$ cat src/rtl/pipe_stage_latch.sv
// pipe_stage_latch: configurable inter-stage pipeline register (IF/ID, ID/EX, EX/MEM, MEM/WB)
//
// Captures a valid bit, a control bundle and a datapath bundle each rising edge.
// Action priority per edge: freeze > flush > stall > advance.
//
// Ports:
//   CLK        in   clock, rising edge
//   nRST       in   asynchronous active-low reset
//   freeze     in   global hold, all state including counters holds
//   flush      in   insert bubble: valid_q=0, ctrl_q=CTRL_SAFE, data_q loads data_d
//   stall      in   local hold of valid_q/ctrl_q/data_q
//   valid_d    in   upstream entry valid
//   ctrl_d     in   upstream control bundle [CTRL_W]
//   data_d     in   upstream datapath bundle [DATA_W]
//   valid_q    out  registered valid
//   ctrl_q     out  registered control [CTRL_W]
//   data_q     out  registered datapath [DATA_W]
//   perf_clr   in   synchronous counter clear
//   stall_cnt  out  saturating count of stall cycles [CNT_W]
//   bubble_cnt out  saturating count of flush bubbles [CNT_W]
//
// Optional feature macro: PIPE_STAGE_PERF_EN enables the performance counters.
// Without it the counter ports exist but read zero and perf_clr is ignored.
module pipe_stage_latch #(
    parameter int                CTRL_W    = 16,
    parameter int                DATA_W    = 128,
    parameter logic [CTRL_W-1:0] CTRL_SAFE = '0,
    parameter int                CNT_W     = 32
) (
    input  logic              CLK,
    input  logic              nRST,
    input  logic              freeze,
    input  logic              flush,
    input  logic              stall,
    input  logic              valid_d,
    input  logic [CTRL_W-1:0] ctrl_d,
    input  logic [DATA_W-1:0] data_d,
    output logic              valid_q,
    output logic [CTRL_W-1:0] ctrl_q,
    output logic [DATA_W-1:0] data_q,
    input  logic              perf_clr,
    output logic [CNT_W-1:0]  stall_cnt,
    output logic [CNT_W-1:0]  bubble_cnt
);
    // flush and invalid advance both force the safe control, keeping valid_q=0 -> ctrl_q==CTRL_SAFE
    always_ff @(posedge CLK or negedge nRST) begin
        if (!nRST) begin
            valid_q <= 1'b0;
            ctrl_q  <= CTRL_SAFE;
            data_q  <= '0;
        end else if (!freeze) begin
            if (flush) begin
                valid_q <= 1'b0;
                ctrl_q  <= CTRL_SAFE;
                data_q  <= data_d;
            end else if (!stall) begin
                valid_q <= valid_d;
                ctrl_q  <= valid_d ? ctrl_d : CTRL_SAFE;
                data_q  <= data_d;
            end
        end
    end

`ifdef PIPE_STAGE_PERF_EN
    always_ff @(posedge CLK or negedge nRST) begin
        if (!nRST) begin
            stall_cnt  <= '0;
            bubble_cnt <= '0;
        end else if (!freeze) begin
            if (perf_clr) begin
                stall_cnt  <= '0;
                bubble_cnt <= '0;
            end else begin
                // a flush overrides stall, so that edge is counted as a bubble only
                if (stall && !flush && stall_cnt != '1)
                    stall_cnt <= stall_cnt + 1'b1;
                if (flush && bubble_cnt != '1)
                    bubble_cnt <= bubble_cnt + 1'b1;
            end
        end
    end
`else
    logic unused_perf_clr;
    assign unused_perf_clr = perf_clr;
    assign stall_cnt       = '0;
    assign bubble_cnt      = '0;
`endif
endmodule

$ cat config.mk
export PLATFORM = sky130hd
export DESIGN_NAME = pipe_stage_latch
export DESIGN_NICKNAME = d
export VERILOG_FILES = /design/src/rtl/pipe_stage_latch.sv
export SDC_FILE = /design/constraint.sdc
export NUM_CORES = 1
export LEC_CHECK = 0
export ABC_AREA = 1
export BUFFER_PORTS_ARGS = -buffer_cell sky130_fd_sc_hd__buf_2
export CORE_AREA = 2 2 140 142
export CTS_BUF_LIST = sky130_fd_sc_hd__clkbuf_2 sky130_fd_sc_hd__clkbuf_4 sky130_fd_sc_hd__clkbuf_8
export CTS_CLUSTER_SIZE = 16
export DETAILED_ROUTE_END_ITERATION = 6
export DIE_AREA = 0 0 142 144
export GPL_TIMING_DRIVEN = 0
export PLACE_DENSITY_LB_ADDON = 0.25
export REMOVE_ABC_BUFFERS = 1
export SYNTH_ARGS = -nofsm -noshare
export SYNTH_HDL_FRONTEND = slang
export SYNTH_SLANG_ARGS = --single-unit
$ cat constraint.sdc
create_clock -name CLK -period 0.8 [get_ports CLK]
set_input_delay 0.16 -clock CLK [delete_from_list [all_inputs] [get_ports CLK]]
set_output_delay 0.16 -clock CLK [all_outputs]
set_load 0.05 [all_outputs]
== After elaboration in Yosys (flattened, before gate mapping) ==
Index checks and enable logic that the tools add are counted.

* Register bits after elaboration: 145
* Input bits: 151
* Word-level logic and storage cells: 13
* Output and inout port bits: 209

* Multiplexer cells: 7
* Equality and inequality tests: 1
* Bitwise gates (word level): 1
* Reductions and logical operators: 1

{| class="wikitable"
|+ Operator list
! kind !! count
|-
| 128-bit 2-to-1 mux || 2
|-
| 16-bit 2-to-1 mux || 3
|-
| 1-bit 2-to-1 mux || 2
|-
| 2-bit inequality test, second input constant || 1
|-
| 2-bit AND reduction || 1
|-
| 1-bit NOT || 1
|}

== Longest topological paths before layout ==
Gate-level depths: netlist of run 1.

* Depth after elaboration: 3
* Depth in mapped cells: 8

== Least setup slack after synthesis of run 1 ==
No wires, ideal clock.

* Path kind: input to register
* From: in flush
* To: reg data_q[107]
* Stages: 7
* Path buffers: 3
* Slack: -0.173 ns
* Data required time: 0.681 ns
* Arrival time: 0.854 ns
* Path through: buf_4 -> inv_4 -> nand2_4 -> buf_4 -> buf_2 -> nand3_1 -> nand2_1

* Cells in the longest elaborated chain, start to end: 2

{| class="wikitable"
|+ RTL lines
! what !! line !! source
|-
| from (decl) || 33 || <nowiki>input logic flush,</nowiki>
|-
| 2-bit inequality test (no line) || n/a ||
|-
| 2-bit AND reduction (no line) || n/a ||
|-
| to (signal assigned) || 55 || <nowiki>data_q <= data_d;</nowiki>
|-
| to (signal assigned) || 59 || <nowiki>data_q <= data_d;</nowiki>
|-
| to (decl) || 40 || <nowiki>output logic [DATA_W-1:0] data_q,</nowiki>
|}

Several ways; a longest one is shown, not always the timed one.
A chain may end at the register's enable or synchronous reset.

== Final worst setup path of run 1 ==
* From: reg data_q[100]
* To: out data_q[100]

No word-level cell between the ends.

==> results.toml, run 1 <==
[route]
vias = 6641
drt_wl_total_mm = 23.5
wl_per_cell_um = 16.2
via_per_inst = 4.57
drcViolationCount = 0
drt_iter0_drc = 238
firstDrtPassIters = 5
ant_nets = 0

[worst_setup_path]
crit_path_end = "data_q[100]"
critPathLaunchType = "register"
crit_arrival_ns = 1.03
crit_start = "data_q[100]"
cp.required_ns = 0.64
crit_type = "reg2out"
path_cells = "buf_6"
path_delay_family = "flip-flops"
critPathBufInv = 1
cp_max_fo = 2
r2r_slack_ns = -0.06
crit_path_end_kind = "output port"
cpPeakStageDelay_ns = 0.42
path_depth = 1
reg2reg_to = "data_q[38]"
r2r_cells = 4
crit-reg2reg-launch = "data_q[38]"
cpMaxStageDelayCell = "dfrtp_1"

[cells_and_area]
area_growth_syn_to_layout_pct = 74.4
instances_no_fill = 1453
n_fill_cell = 1585
design_area_sq_um = 11100
diodes = 0
drive_above_1_share_pct = 33.3
nets = 1353

[timing]
hold_viol = 65
setup_slack_ns = -0.385
worstMarginPinSlew_ns = 0.642
setup_viol = 146
clock_skew_ns = 0
finalCriticalPeriod_ns = 1.19
timing.fmax_mhz = 844
whs_ns = -0.323
post-route-period-util_pct = 148
slew_viol_final = 0
rsz0062_at_grt = "true"
slew_headroom_pct = 57.2

[cts]
cts_buffers = 17
cts_root_buf = "clkbuf_8"
cts.clk_slew.worst_paths_ns = 0.09
cts_tree = "done"
clock_sinks = 145
clkLatencyLatePin_ns = 0.44
cts_htree_levels = 4
ctsLongestPathBuffers = 2
cts_hold_buf = 137

[power]
power_density_nw_per_um2 = 2110
power_mw = 23.4
seqPwrFrac_pct = 37.4
combinationalPowerShare_pct = 37.3
p_int_mw = 14.3
ir_drop_v = 0.00106
p_leak_nw = 6.02
p_switching_mw = 9.18
sw_frac_of_total_pct = 39.2
power.share.clock_pct = 25.3

[synthesis]
yosysWarningCount = 0
seq_area_frac_synth_pct = 57.0
syn_area_sq_um = 6370
synth.distinct_cells = 16
syn_inst = 731
ys_seq_elements = 145
avgSynthCellArea_sq_um = 8.71

[global_routing]
grt_pass1_vias = 6538
grt_usage_pct = 21.8
antenna_found_initial = 0
overflow = 0
grt_pass1_wl_mm = 34.3
grt_max_degree = 81

[placed_design]
port_buffers = 294
gp_congestion = 0.773
hpwl_mm = 10.9
dp_cells = 1218
dp_slack_ns = -1.73
placed_area_sq_um = 7720

[floorplan]
coreArea_sq_um = 19100
io_pins = 360
chipHeight_um = 144
rows = 51
die_w_um = 142
die_area_sq_um = 20400
initial_core_util_pct = 33.4

[job]
drv_cap = 0

[run_status]
violations = "hold timing, setup timing"
status = "finished with violations"

[min_path]
worst_hold_path_type = "in2async"
[flip-flops by register name (all words and copies together) (netlist names)]
register and flops:
data_q 128, ctrl_q 16, valid_q 1
[synthesized netlist by cell type]
master	n	share of area, %
nand2_1	322	19
dfrtp_1	145	57
nand3_1	128	10
buf_4	69	8.1
buf_2	35	2.8
nor2_1	16	0.94
buf_6	6	1.1
nand2_4	2	0.35
a21oi_4	1	0.26
buf_1	1	0.059
clkbuf_1	1	0.059
conb_1	1	0.059
inv_1	1	0.059
inv_2	1	0.059
inv_4	1	0.098
nand4_1	1	0.098
[cell families (layout without fill, tap and decap cells)]
group | count (synthesis) | after routing | synth area share [%]
simple gates | 469 | 477 | 30.4
flops | 145 | 145 | 57.0
other cells | 1 | 64 | 0.0589
compound gates | 1 | 1 | 0.255
buf+inv | 115 | 528 | 12.3
[through the flow]
stage | TNS, ns | util (%)
CTS | -57.45 | 56.8
floorplan | -239.56 | -
global placement | -865.08 | 39.9
finish | -52.59 | 58.2
global route | -60.64 | 58.2
detailed placement | -265.39 | 40.5
[worst min-delay path by stage]
stage,slack (ns),endpoint,cells after the start,from
after floorplan,-0.14,ctrl_q[0],0,nRST
after global placement,0.39,data_q[95],3,data_d[95]
after detailed placement,0.19,data_q[29],1,nRST
after CTS,-0.31,data_q[29],1,nRST
after global routing,-0.29,data_q[29],1,nRST
final,-0.32,data_q[29],1,nRST
[what timing repair did]
item                       CTS  global route
gates cloned                11             1
hold endpoints to repair   202            65
pin swaps                    3             4
setup endpoints to repair  290           186
resized for setup          302             8
setup buffers               25            31
[placed cells by master, fill, tap and decap left out, types with 5 or more instances in the layout]
cell / n
nor2_1: 16
clkbuf_8: 18
buf_4: 50
buf_6: 150
nand2_1: 318
nand2_8: 5
dlygate4sd3_1: 137
conb_1: 64
nand3_1: 128
buf_2: 146
dfrtp_1: 145
nand2_4: 5
[power by group through the flow]
stage	Sequential, mW	Combinational [mW]	Clock (mW)
CTS	8.73	8.41	6.11
floorplan	11.6	1.65	0
finish	8.76	8.74	5.93
global route	8.84	9.20	6.43
detailed placement	8.66	6.45	0
global placement	8.65	6.38	0
[area by class of cell]
class                   instances  area (sq um)  share of cell area [%]
clock inverters                12           133                    1.19
inverters                       3          28.8                   0.259
repair inverters                1          8.76                  0.0789
multi-input cells             542          2340                    21.1
well taps                     238           298                    2.68
flip-flops and latches        145          3630                    32.7
clock buffers                  20           263                    2.37
repair buffers                492          4410                    39.7
[routing by layer]
layer  wire length (um)  up-vias  global-route usage (%)  share of wire [%]
li1                   -     3135                       -                  -
met4                397        0                    7.58                1.7
met3               1530       28                    5.76                6.5
met5                  0        -                       0                  0
met1               9370     3196                    25.2                 40
met2              12200      282                    39.1                 52
(Power assumes the default switching activity.)
==> run 2, diff against run 1 <==
CORE_AREA = 8 8 134 136   (was 2 2 140 142)
clock period = 1.4 ns   (was 0.8 ns; I/O delays follow)
==> results.toml, run 2 (synthesized netlist as in run 1, its figures left out) <==
[global_routing]
grt_max_degree = 91
grt_pass1_vias = 5859
grt_pass1_wl_mm = 32.1
overflow = 0
grt_usage_pct = 20.5
antenna_found_initial = 1

[worst_setup_path]
crit_start = "data_q[104]"
crit_path_end_kind = "output port"
cpPeakStageDelay_ns = 0.40
cp_max_fo = 2
path_depth = 1
r2r_cells = 2
reg2reg_to = "data_q[104]"
cp.required_ns = 1.12
crit_type = "reg2out"
critPathLaunchType = "register"
critPathBufInv = 1
path_cells = "clkbuf_4"
path_delay_family = "flip-flops"
cpMaxStageDelayCell = "dfrtp_1"
crit_path_end = "data_q[104]"
crit_arrival_ns = 1.06
crit-reg2reg-launch = "data_q[104]"
r2r_slack_ns = 0.76

[route]
ant_nets = 0
via_per_inst = 4.63
wl_per_cell_um = 17.3
drt_wl_total_mm = 21.5
firstDrtPassIters = 5
vias = 5738
drcViolationCount = 0
drt_iter0_drc = 337

[min_path]
worst_hold_path_type = "in2reg"

[timing]
slew_headroom_pct = 63.3
post-route-period-util_pct = 95.8
clock_skew_ns = 0
setup_viol = 0
slew_viol_final = 0
timing.fmax_mhz = 746
finalCriticalPeriod_ns = 1.34
worstMarginPinSlew_ns = 0.551
hold_viol = 0

[cts]
cts.clk_slew.worst_paths_ns = 0.09
cts_htree_levels = 4
cts_root_buf = "clkbuf_8"
clock_sinks = 145
ctsLongestPathBuffers = 2
cts_tree = "done"
clkLatencyLatePin_ns = 0.44
cts_buffers = 17

[floorplan]
initial_core_util_pct = 39.7
coreArea_sq_um = 16100
chipHeight_um = 144
rows = 47
io_pins = 360
die_w_um = 142
die_area_sq_um = 20400

[cells_and_area]
instances_no_fill = 1239
design_area_sq_um = 8600
regMostFlops = "data_q"
final_cell_mix = "nand2_1, buf_2, dfrtp_1, nand3_1, clkbuf_4"
largest_reg_flops = 128
multi_input_area_sq_um = 2280
area_growth_syn_to_layout_pct = 35.1
drive_above_1_share_pct = 33.4
final_common_cell = "nand2_1"
nets = 1156
regArea_sq_um = 3630
n_fill_cell = 1538
top_regs = "data_q: 128 flops, ctrl_q: 16 flops, valid_q: 1 flops"

[power]
seqPwrFrac_pct = 39.3
power_mw = 12.4
p_int_mw = 7.46
p_leak_nw = 4.92
p_switching_mw = 4.99
sw_frac_of_total_pct = 40.1
combinationalPowerShare_pct = 32.2
power_density_nw_per_um2 = 1450
power.share.clock_pct = 28.5
ir_drop_v = 0.000656

[placed_design]
gp_congestion = 0.860
placed_area_sq_um = 7680
dp_cells = 1199
port_buffers = 294
hpwl_mm = 13.1

[run_status]
status = "finished, final reports clean"

[job]
drv_cap = 0
## run 2: changes by cell type in the layout (fill, tap and decap cells not counted), sizes merged
cell,change
bufbuf,-1
bufinv,+1
clkbuf,+104
dlygate4sd3,-136
buf,-161
diode,+1
nand2,-4
## run 2: layout make-up
| cell class | instances | share of cell area (%) |
|---|---|---|
| diodes | 1 | 0.0291 |
| clock buffers | 18 | 2.88 |
| clock inverters | 14 | 2.08 |
| inverters | 3 | 0.218 |
| multi-input cells | 538 | 26.5 |
| flip-flops and latches | 145 | 42.2 |
| well taps | 220 | 3.20 |
| repair buffers | 300 | 22.9 |
## run 2: worst min path at each step
stage,startpoint,to,slack (ns),cells after the start
after floorplan,nRST,ctrl_q[0],-0.02,0
after global placement,data_q[76],data_q[76],0.45,2
after detailed placement,nRST,data_q[102],0.28,1
after CTS,data_d[50],data_q[50],0.02,3
after global routing,data_d[67],data_q[67],0.02,3
final,data_d[90],data_q[90],0.06,3
## run 2: timing repair
| action | in CTS | in global routing |
|---|---|---|
| pin swaps | 3 | 0 |
| cloned | 5 | 1 |
| setup endpoints to repair | 159 | 160 |
| hold endpoints to repair | 55 | 0 |
| buffers inserted | 0 | 0 |
| hold buffers | 1 | 0 |
| resized for setup | 20 | 135 |
## run 2: through the flow
stage                     utilization, %  TNS (ns)  worst slack (ns)  hold WS (ns)
final                               53.6         0            0.0588        0.0575
after global routing                53.6   -0.0225          -0.00963        0.0183
after CTS                           51.5         0          0.000319        0.0205
after detailed placement            47.9   -173.02             -1.22         0.275
after global placement              47.2   -718.75             -2.81         0.449
after floorplan                        -   -169.96             -1.18       -0.0156
## run 2: power by group through the flow
stage / Combinational [mW] / Sequential (mW) / Clock, mW
global placement: 3.69 / 4.93 / 0
CTS: 3.83 / 4.87 / 3.66
global route: 4.25 / 4.95 / 3.84
finish: 4.01 / 4.89 / 3.55
floorplan: 0.943 / 6.63 / 0
detailed placement: 3.73 / 4.94 / 0
## run 2: layer usage
metal	global-route usage (%)	up-vias	share of wire [%]
met3	7.69	35	9.5
met4	8.31	2	2.6
met1	25.4	2694	41
li1	-	2725	-
met5	0	-	0.037
met2	31.9	282	46
==> run 3, diff against run 2 <==
clock period = 1.47 ns   (was 1.4 ns; I/O delays follow)
==> results.toml, run 3 (synthesized netlist as in run 1, its figures left out) <==
[cells_and_area]
n_fill_cell = 1571
regArea_sq_um = 3630
top_regs = "data_q: 128 flops, ctrl_q: 16 flops, valid_q: 1 flops"
area_growth_syn_to_layout_pct = 29.9
nets = 1156
regMostFlops = "data_q"
post-route-util_pct = 51.5
final_common_cell = "nand2_1"
final_cell_mix = "nand2_1, buf_2, dfrtp_1, nand3_1, conb_1"
drive_above_1_share_pct = 33.4
multi_input_area_sq_um = 2280
largest_reg_flops = 128

[placed_design]
gp_congestion = 0.860
hpwl_mm = 13.1
port_buffers = 294

[power]
p_leak_nw = 4.87
ir_drop_v = 0.000596
power.share.clock_pct = 29.1
p_switching_mw = 4.73
seqPwrFrac_pct = 39.9
sw_frac_of_total_pct = 40.7
combinationalPowerShare_pct = 31.0
power_mw = 11.6
p_int_mw = 6.90
power_density_nw_per_um2 = 1410

[global_routing]
grt_pass1_vias = 5815
use_met3_pct = 7.59
busiest_layer = "met2"
grt_pass1_wl_mm = 31.6
overflow = 0
grt_max_degree = 91
antenna_found_initial = 1
grt_util_met1_pct = 24.6
grt_usage_pct = 20.1
met2_usage_pct = 31.4

[cts]
ctsLongestPathBuffers = 2
cts_tree = "done"
cts_root_buf = "clkbuf_8"
clock_sinks = 145
cts.clk_slew.worst_paths_ns = 0.09
cts_setup_buffers = 0
cts_htree_levels = 4
clkLatencyLatePin_ns = 0.44
cts_buffers = 17

[timing]
post-route-period-util_pct = 94.6
finalCriticalPeriod_ns = 1.39
hold_viol = 0
clock_skew_ns = 0
slew_viol_final = 0
timing.fmax_mhz = 719
setup_viol = 0
worstMarginPinSlew_ns = 0.549
slew_headroom_pct = 63.4
rsz0062_at_grt = "false"
whs_ns = 0.0680

[worst_setup_path]
cp_max_fo = 2
crit_arrival_ns = 1.10
path_cells = "buf_2"
path_depth = 1
critPathLaunchType = "register"
r2r_cells = 2
cpPeakStageDelay_ns = 0.37
critPathBufInv = 1
crit_path_end_kind = "output port"
path_delay_family = "flip-flops"
crit_type = "reg2out"
crit_start = "data_q[38]"
cp.required_ns = 1.18
crit-reg2reg-launch = "data_q[104]"
cpMaxStageDelayCell = "dfrtp_1"

[job]
drv_cap = 0

[route]
via_per_inst = 4.59
drcViolationCount = 0
ant_nets = 0
drt_wl_total_mm = 21.2
wl_per_cell_um = 17.1
vias = 5682
drt_iter0_drc = 329
firstDrtPassIters = 6

[floorplan]
die_w_um = 142
initial_core_util_pct = 39.7
chipHeight_um = 144
coreArea_sq_um = 16100
die_area_sq_um = 20400
rows = 47
io_pins = 360

[min_path]
worst_hold_path_type = "in2reg"
worstHoldStart = "data_d[90]"
hold_depth = 3

[run_status]
status = "finished, final reports clean"
-- run 3: layer usage --
layer	part of all wire (%)	wire, um
met1	42	8900
met2	46	9660
met3	9.8	2070
met4	2.5	534
met5	0.038	8
-- run 3: timing repair --
| action | CTS | global route |
|---|---|---|
| resized for setup | 4 | 4 |
| endpoints found under the setup margin | 145 | 147 |
| hold buffers | 1 | 0 |
| gates cloned | 4 | 2 |
| pin swaps | 2 | 1 |
| endpoints found under the hold margin | 55 | 0 |
-- run 3: layout make-up --
cell class | instances | area share (%)
inverter | 3 | 0.227
clock buffer | 18 | 3.00
clock inverter | 14 | 2.16
antenna | 1 | 0.0303
timing repair buffer | 300 | 19.8
sequential | 145 | 43.9
multi-input combinational | 538 | 27.6
tap | 220 | 3.33
-- run 3: metrics by stage --
stage	cells	area [sq um]	TNS (ns)	setup slack (ns)
2_1_floorplan	682	5840	-161.84	-1.12
3_3_place_gp	1196	7580	-702.51	-2.75
3_5_place_dp	1199	7680	-164.90	-1.17
4_1_cts	1236	8220	0	0.00713
5_1_grt	1238	8270	0	0.00470
6_report	1239	8270	0	0.0793
-- run 3: final timing paths --
check	end	slack, ns
min in group asynchronous	data_q[102]	0.37
worst min register to register	data_q[33]	0.47
max in group asynchronous	data_q[33]	0.24
worst min-delay path	data_q[90]	0.07
worst max register to register	data_q[104]	0.83
worst max-delay path	data_q[38]	0.08
-- run 3: power groups by stage --
| stage | sequential [mW] | combinational [mW] | clock, mW |
|---|---|---|---|
| after global routing | 4.70 | 3.84 | 3.66 |
| after global placement | 4.70 | 3.51 | 0 |
| after CTS | 4.64 | 3.61 | 3.49 |
| final | 4.64 | 3.61 | 3.38 |
| after floorplan | 6.32 | 0.898 | 0 |
| after detailed placement | 4.71 | 3.55 | 0 |
